[config.mk]
export PLATFORM = sky130hd
export DESIGN_NAME = ram_bist_master
export DESIGN_NICKNAME = d
export VERILOG_FILES = /design/src/rtl/ram_bist_pkg.sv /design/src/rtl/ram_bist_checker.sv /design/src/rtl/ram_bist_master.sv
export SDC_FILE = /design/constraint.sdc
export NUM_CORES = 1
export LEC_CHECK = 0
export CAP_MARGIN = 20
export CORE_MARGIN = 2
export CORE_UTILIZATION = 55
export CTS_CLUSTER_SIZE = 25
export DETAILED_ROUTE_END_ITERATION = 10
export DONT_BUFFER_PORTS = 1
export GPL_TIMING_DRIVEN = 0
export PLACE_DENSITY_LB_ADDON = 0.12
export SLEW_MARGIN = 25
export SYNTH_ARGS = -nofsm -noshare
export SYNTH_HDL_FRONTEND = slang
export SYNTH_SLANG_ARGS = --single-unit
[constraint.sdc]
create_clock -name clk -period 1.8 [get_ports clk]
set_input_delay 0.27 -clock clk [delete_from_list [all_inputs] [get_ports clk]]
set_output_delay 0.27 -clock clk [all_outputs]
set_load 0.005 [all_outputs]
[src/rtl/ram_bist_pkg.sv]
// Shared definitions for the RAM BIST master.
//   - bist_state_t : controller states
//   - DEF_BASE_ADDR / DEF_SEED : default window base and pattern seed
//   - bist_pattern : expected byte for a given location index
package ram_bist_pkg;

  localparam logic [15:0] DEF_BASE_ADDR = 16'h8000;
  localparam logic [7:0]  DEF_SEED      = 8'hA5;

  typedef enum logic [2:0] {
    S_IDLE,
    S_WRITE,
    S_READ,
    S_DRAIN,
    S_DONE
  } bist_state_t;

  function automatic logic [7:0] bist_pattern(input logic [7:0] idx,
                                              input logic [7:0] seed);
    return idx ^ seed;
  endfunction

endpackage

[src/rtl/ram_bist_checker.sv]
// Read-back comparator for the RAM BIST master.
// Ports:
//   i_clk, i_rst       : clock, synchronous active-high reset
//   i_clear            : clears the results at the start of a run
//   i_cmp_valid        : i_rdata is due for comparison this cycle
//   i_exp_data         : expected byte for the location being compared
//   i_exp_addr         : address of the location being compared
//   i_rdata            : RAM read data
//   o_err_count        : mismatches seen since the last clear
//   o_first_fail_addr  : address of the first mismatch since the last clear
module ram_bist_checker #(
  parameter int unsigned CW = 5
) (
  input  logic          i_clk,
  input  logic          i_rst,
  input  logic          i_clear,
  input  logic          i_cmp_valid,
  input  logic [7:0]    i_exp_data,
  input  logic [15:0]   i_exp_addr,
  input  logic [7:0]    i_rdata,
  output logic [CW-1:0] o_err_count,
  output logic [15:0]   o_first_fail_addr
);

  logic          w_mismatch;
  logic [CW-1:0] r_err_count;
  logic [15:0]   r_first_fail_addr;

  assign w_mismatch = i_cmp_valid && (i_rdata != i_exp_data);

  // Counter width holds DEPTH, and at most DEPTH compares occur per run.
  always_ff @(posedge i_clk) begin
    if (i_rst || i_clear) begin
      r_err_count       <= '0;
      r_first_fail_addr <= '0;
    end else if (w_mismatch) begin
      r_err_count <= r_err_count + 1'b1;
      if (r_err_count == '0) begin
        r_first_fail_addr <= i_exp_addr;
      end
    end
  end

  assign o_err_count       = r_err_count;
  assign o_first_fail_addr = r_first_fail_addr;

endmodule

[src/rtl/ram_bist_master.sv]
// RAM BIST master: writes idx^SEED to DEPTH locations from BASE_ADDR, reads
// them back and reports pass / error count / first failing address.
// Ports:
//   clk, rst        : clock (shared with RAM), synchronous active-high reset
//   start           : run request, honoured only in IDLE
//   ram_address     : RAM address (BASE_ADDR when not writing/reading)
//   ram_wdata       : RAM write data (0 outside WRITE)
//   ram_we          : RAM write enable
//   ram_rdata       : RAM read data, valid one cycle after the read address
//   busy            : high in WRITE, READ and DRAIN
//   done            : one-cycle end-of-run pulse
//   pass            : last completed run had no mismatches
//   err_count       : mismatches in last run
//   first_fail_addr : address of first mismatch in last run
module ram_bist_master
  import ram_bist_pkg::*;
#(
  parameter logic [15:0] BASE_ADDR = DEF_BASE_ADDR,
  parameter int unsigned DEPTH     = 16,
  parameter logic [7:0]  SEED      = DEF_SEED
) (
  input  logic                         clk,
  input  logic                         rst,
  input  logic                         start,
  output logic [15:0]                  ram_address,
  output logic [7:0]                   ram_wdata,
  output logic                         ram_we,
  input  logic [7:0]                   ram_rdata,
  output logic                         busy,
  output logic                         done,
  output logic                         pass,
  output logic [$clog2(DEPTH+1)-1:0]   err_count,
  output logic [15:0]                  first_fail_addr
);

  localparam int unsigned CW   = $clog2(DEPTH + 1);
  localparam logic [7:0]  LAST = 8'(DEPTH - 1);

  bist_state_t r_state;
  bist_state_t w_next_state;
  logic [7:0]  r_idx;
  logic        r_cmp_valid;
  logic [7:0]  r_exp_data;
  logic [15:0] r_exp_addr;
  logic        r_pass;
  logic        w_clear;
  logic        w_idx_last;
  logic [15:0] w_idx_addr;

  assign w_clear    = (r_state == S_IDLE) && start;
  assign w_idx_last = (r_idx == LAST);
  assign w_idx_addr = BASE_ADDR + {8'h00, r_idx};

  always_ff @(posedge clk) begin
    if (rst) begin
      r_state <= S_IDLE;
    end else begin
      r_state <= w_next_state;
    end
  end

  always_comb begin
    w_next_state = r_state;
    ram_we       = 1'b0;
    ram_address  = BASE_ADDR;
    ram_wdata    = 8'h00;
    busy         = 1'b0;
    done         = 1'b0;
    case (r_state)
      S_IDLE: begin
        if (start) w_next_state = S_WRITE;
      end
      S_WRITE: begin
        ram_we      = 1'b1;
        ram_address = w_idx_addr;
        ram_wdata   = bist_pattern(r_idx, SEED);
        busy        = 1'b1;
        if (w_idx_last) w_next_state = S_READ;
      end
      S_READ: begin
        ram_address = w_idx_addr;
        busy        = 1'b1;
        if (w_idx_last) w_next_state = S_DRAIN;
      end
      S_DRAIN: begin
        busy         = 1'b1;
        w_next_state = S_DONE;
      end
      S_DONE: begin
        done         = 1'b1;
        w_next_state = S_IDLE;
      end
      default: w_next_state = S_IDLE;
    endcase
  end

  always_ff @(posedge clk) begin
    if (rst) begin
      r_idx <= '0;
    end else if ((r_state == S_WRITE || r_state == S_READ) && !w_idx_last) begin
      r_idx <= r_idx + 8'd1;
    end else begin
      r_idx <= '0;
    end
  end

  // Expected data/address trail the read address by one cycle so that they
  // line up with the RAM's registered read data.
  always_ff @(posedge clk) begin
    if (rst) begin
      r_cmp_valid <= 1'b0;
      r_exp_data  <= '0;
      r_exp_addr  <= '0;
    end else begin
      r_cmp_valid <= (r_state == S_READ);
      r_exp_data  <= bist_pattern(r_idx, SEED);
      r_exp_addr  <= w_idx_addr;
    end
  end

  ram_bist_checker #(
    .CW (CW)
  ) u_checker (
    .i_clk             (clk),
    .i_rst             (rst),
    .i_clear           (w_clear),
    .i_cmp_valid       (r_cmp_valid),
    .i_exp_data        (r_exp_data),
    .i_exp_addr        (r_exp_addr),
    .i_rdata           (ram_rdata),
    .o_err_count       (err_count),
    .o_first_fail_addr (first_fail_addr)
  );

  // The last compare lands in DRAIN, so err_count is final during DONE.
  always_ff @(posedge clk) begin
    if (rst || w_clear) begin
      r_pass <= 1'b0;
    end else if (r_state == S_DONE) begin
      r_pass <= (err_count == '0);
    end
  end

  assign pass = r_pass;

endmodule
======== Yosys cells after proc, flatten, opt, wreduce, memory -nomap -nowiden ========
Index checks and enable logic that the tools add are counted.
storage, ports and cells
  flip-flop bits (word level) ............. 58
  input port bits ......................... 11
  word-level logic and storage cells ...... 44
operators by class
  $add $sub $neg .......................... 3
  eq/ne operators ......................... 9
  mux-type cells .......................... 9
  bitwise logic cells ..................... 2
  reduce and logical (&&, ||, !) cells .... 13
operators by type and width
  kind                     count
  $add A16 B8 Y16 const A  1
  $mux W16                 1
  $pmux W3 S4              1
  $mux W3                  3
  $add A8 B1 Y8 const B    1
  $eq A8 B4 Y1 const B     1
  $mux W8                  1
  $ne A8 B8 Y1             1
  $eq A3 B2 Y1 const B     2
  $ne A2 B2 Y1 const B     3
  $add A5 B1 Y5 const B    1
  $logic_not A5 Y1         1
  $not A4 Y4               1
  $reduce_or A2 Y1         2
  $eq A3 B1 Y1 const B     1
  $eq A3 B3 Y1 const B     1
  $logic_and A1 B1 Y1      3
  $logic_not A3 Y1         1
  $mux W1                  3
  $reduce_and A3 Y1        1
  $reduce_or A3 Y1         1
  $logic_or A1 B1 Y1       2
  $reduce_and A2 Y1        1
  $logic_not A1 Y1         1
  $not A1 Y1               1

======== Longest topological paths before layout ========
  depth after elaboration ................. 5
  mapped depth ............................ 7

======== Hierarchy ========
From an unflattened synthesis, not the netlist that was laid out.
unflattened totals
  cell total of the unflattened synthesis .. 236
  area total of the unflattened synthesis .. 2143.3 um2
modules (own cells, without submodules)
  module            instances  cells an instance  area an instance (um2)  sequential area each (um2)
  ram_bist_master   1          122                1093.5                  520.5
  ram_bist_checker  1          114                1049.8                  420.4

======== Least setup slack after synthesis ========
OpenSTA, ideal clock, no wires.
  kind .................................... reg-to-reg
  start ................................... reg r_idx[0]
  end ..................................... reg r_idx[2]
  library setup time ...................... 0.065 ns
  arrival ................................. 1.387 ns
  data required time ...................... 1.735 ns
  setup slack ............................. 0.348 ns
  cell stages (with the launch flop) ...... 6
  clock period less this slack ............ 1.452 ns
  cell sequence ........................... dfxtp_1 -> ha_1 -> and3_1 -> a211o_1 -> nand2b_1 -> nor2_1
on the way
  word-level cells in the longest chain between the ends .. 5
RTL lines
  element                                                                RTL line                source
  start, declared                                                        ram_bist_master.sv:41   logic [7:0] r_idx;
  start signal, assigned                                                 ram_bist_master.sv:101  r_idx <= r_idx + 8'd1;
  parallel branches: the longest is 5 deep, another holds $add A8 B1 Y8  --
Several ways; the timed one is not identified.
A chain may end at the register's enable or synchronous reset.

======== Worst setup path after layout ========
  start ................................... reg r_state[0]
  end ..................................... out ram_address[6]
on the way
  word-level cells in the longest chain between the ends .. 3
RTL lines
  element                                       RTL line               source
  start, declared                               ram_bist_master.sv:39  bist_state_t r_state;
  start signal, assigned                        ram_bist_master.sv:58  r_state <= w_next_state;
  $eq A3 B1 Y1 or $eq A3 B2 Y1 (tied branches)  ram_bist_master.sv:69  case (r_state)
  $reduce_or A2 Y1 (no line) (*)                --
  $mux W16 (*)                                  ram_bist_master.sv:69
  end, declared                                 ram_bist_master.sv:25  output logic [15:0] ram_address,
Mark *: on every way between the ends. The rest lies on a longest branch, timed or not.

==> metrics.md <==
| Metric | Value |
|---|---|
| Vias in the first global route | `1296` |
| Post-Place Cells | `267` |
| Die Span X | `62.4 um` |
| Worst-path maximum fanout | `10` |
| Max Root-Sink Buffers | `2` |
| Via-to-Cell Ratio | `4.88` |
| Distinct cells, synth | `30` |
| Buf+Inv Stages, Crit Path | `1` |
| Pleak | `0.864 nW` |
| Crit path required time | `1.53 ns` |
| Clock Sinks | `40` |
| Sw Share | `33.8%` |
| Worst path depth | `4` |
| Critical Path End | `ram_address[6]` |
| GRT Max-Usage Layer | `met2` |
| Synth top area cells | `dfxtp_1 43%, mux2i_1 8.5%, buf_4 7.2%` |
| Worst path max stage delay | `0.31 ns` |
| Initial drt markers | `52` |
| VDD IR max | `0.000607 V` |
| Pwr dens | `983 mW/mm^2` |
| Worst EP arrival | `1.41 ns` |
| Drt pass-1 iters | `4` |
| Avg WL per Cell | `13.0 um` |
| Post-DRT Antenna Nets | `0` |
| Met1 usage | `22.2%` |
| Post-route DRC | `0` |
| Final RePlAce weighted congestion | `0.806` |
| Layout cells sized above 1 | `16.1%` |
| Internal Power | `0.00135 W` |
| Largest net degree at the start of global routing | `14` |
| Ys flop type | `dfxtp_1` |
| Gate power share | `27.5%` |
| Global-route wire length before repair | `5.94 mm` |
| Initial antenna violation count | `0` |
| Number of flops mapped to enable cells by yosys | `0` |
| Skew final | `0.00987 ns` |
| Final Max Tran Viols | `0` |
| Antenna Cells | `0` |
| Syn. warnings | `0` |
| Crit share post-route | `93.2%` |
| Crit Path Category | `reg2out` |
| Most frequent cell after synthesis | `dfxtp_1` |
| Via Count | `1346` |
| Crit Reg-Reg Startpoint | `r_idx[0]$_SDFF_PP0_` |
| Synth top area share | `42.7%` |
| Worst Reg-to-Reg Cells | `5` |
| Row Count | `21` |
| Hold Path Class | `in2reg` |
| Core Area | `0.00331 sq mm` |
| HPWL after detailed placement | `2.66 mm` |
| CP Launch Type | `flop` |
| Clk network pwr share | `24.0%` |
| CTS tree | `yes` |
| Outcome | `complete, no violations` |
| Ports | `60` |
| Worst Setup End Kind | `output port` |
| Most common library cells after synthesis | `40 x dfxtp_1, 28 x nand2_1, 22 x nor2_1` |
| Max Cap Violations | `0` |
| Final nets | `243` |
| Critical Path Start | `r_state[0]$_SDFFE_PP0P_` |
| Unrepaired setup endpoints after global routing | `false` |
| Grt met3 use | `5.41%` |
| Yosys reg bits | `40` |
| FF+latch area | `801 sq um` |
| Die height | `62.4 um` |
| Minimum clock period | `1.68 ns` |
| Grt ovf | `0` |
| Layout Cells excl Fill | `276` |
| Final Hold Viols | `0` |
| Setup TNS Final | `0 ns` |
| Layout fillers | `330` |
| Register clock-pin slew on the reported worst setup and hold paths | `0.11 ns` |
| Total die area | `0.00389 sq mm` |
| Switching power | `0.000688 W` |
| Hold Path Stages | `3` |
| Reg2reg end | `r_idx[7]$_SDFF_PP0_` |
| Met2 Resource Use GR | `33.7%` |
| Reg-to-reg slack, setup | `0.13 ns` |
| Synthesized area | `0.00188 sq mm` |
| Worst skew pair latency | `0.35 ns` |
| Syn avg cell area | `9.02 sq um` |
| CP top delay family | `simple AND/OR/NAND/NOR gates` |
| Final setup vio count | `0` |
| Max frequency | `596 MHz` |
| Area delta synth->final | `10.3%` |
| H-tree depth | `2` |
| Root buffer cell | `clkbuf_4` |
| Ys async rst share | `0%` |
| Post-synth top area cell | `dfxtp_1` |
| Critical path's slowest cell | `dfxtp_1` |
| Mapped Cells | `208` |
| Initial core utilization | `56.7%` |
| Flop pwr share | `48.5%` |
| Sequential share of the synthesized area | `42.7%` |
| Worst path cell trace | `buf_2 > xnor2_1 > nor2_2 > and2_1` |
| Port Buffers | `0` |
| Routed wire length | `3.59 mm` |
| Area of the multi-input gates | `942 sq um` |
| GRT Total Usage | `19.5%` |
| Num CTS Buffers | `5` |
-- how the worst min path moves through the flow --
stage                     startpoint                       end
after CTS                        rst    r_cmp_valid$_SDFF_PP0_
after global placement           rst  r_exp_addr[0]$_SDFF_PP0_
after global routing             rst    r_cmp_valid$_SDFF_PP0_
after floorplan                  rst  r_exp_addr[0]$_SDFF_PP0_
after detailed placement         rst  r_exp_addr[5]$_SDFF_PP0_
final                            rst    r_cmp_valid$_SDFF_PP0_
-- metal layers --
metal  routed length (um)  share of wire [%]
met5                    0                  0
met4                   69                1.9
met3                  217                6.0
met2                 1730                 48
met1                 1570                 44
-- power by group through the flow --
stage,combinational [W],clock (W),sequential (W)
2_1_floorplan,0.000449,0,0.000992
3_3_place_gp,0.000522,0,0.00101
3_5_place_dp,0.000544,0,0.00101
4_1_cts,0.000555,0.000500,0.000986
5_1_grt,0.000622,0.000541,0.000995
6_report,0.000560,0.000489,0.000987
-- cell usage in the layout, fill, tap and decap left out, drive strengths merged, types with 6 or more instances in the layout --
cell type,instances
clkbuf,7
inv,6
buf,23
dfxtp,40
nand2,28
nor2b,9
conb,15
nor2,22
mux2i,16
and2,13
xor2,11
-- registers in the layout, indices dropped and copies added, names as in the netlist --
signal	flops
r_idx	8
u_checker.o_first_fail_addr	9
r_cmp_valid	1
pass	1
r_state	3
r_exp_addr	5
r_exp_data	8
u_checker.o_err_count	5
-- layout make-up --
cell class | instances | area share, %
flip-flops and latches | 40 | 38.7
well taps | 46 | 2.78
repair buffers | 1 | 0.484
inverters | 6 | 1.09
clock inverters | 2 | 0.726
multi-input cells | 151 | 45.5
clock buffers | 6 | 2.48
plain buffers | 24 | 8.22
-- kinds of logic after synthesis --
| logic type | after synthesis | synth area share, % |
|---|---|---|
| simple gates | 94 | 26.2 |
| buf+inv | 30 | 10.3 |
| fa+ha+maj | 3 | 2.00 |
| other cells | 2 | 0.400 |
| flops | 40 | 42.7 |
| mux | 16 | 8.54 |
| xor+xnor | 15 | 7.00 |
| compound gates | 8 | 2.87 |
-- worst register-to-register path, stage by stage (launching register included) --
cell	delay [ns]
dfxtp_1	0.41
ha_1	0.26
and3_1	0.23
a211o_1	0.33
nand2b_2	0.27
nor2_1	0.13
-- what timing repair did --
item	in CTS	in global routing
setup buffers	0	0
setup endpoints to repair	8	13
resized for setup	1	2
hold buffers	1	0
hold endpoints to repair	5	0
-- stage by stage --
stage	total power [W]	area [sq um]	utilization (%)	setup slack, ns	hold slack, ns
6_report	0.00204	2070	62.5	0.123	0.0870
5_1_grt	0.00216	2070	62.5	0.0220	0.0932
4_1_cts	0.00204	2060	62.2	0.100	0.0756
3_5_place_dp	0.00155	1980	59.9	0.137	0.347
3_3_place_gp	0.00153	1980	59.9	0.171	0.348
2_1_floorplan	0.00144	1920	-	0.348	0.342
Note: power is estimated with default switching activity, not from simulation.
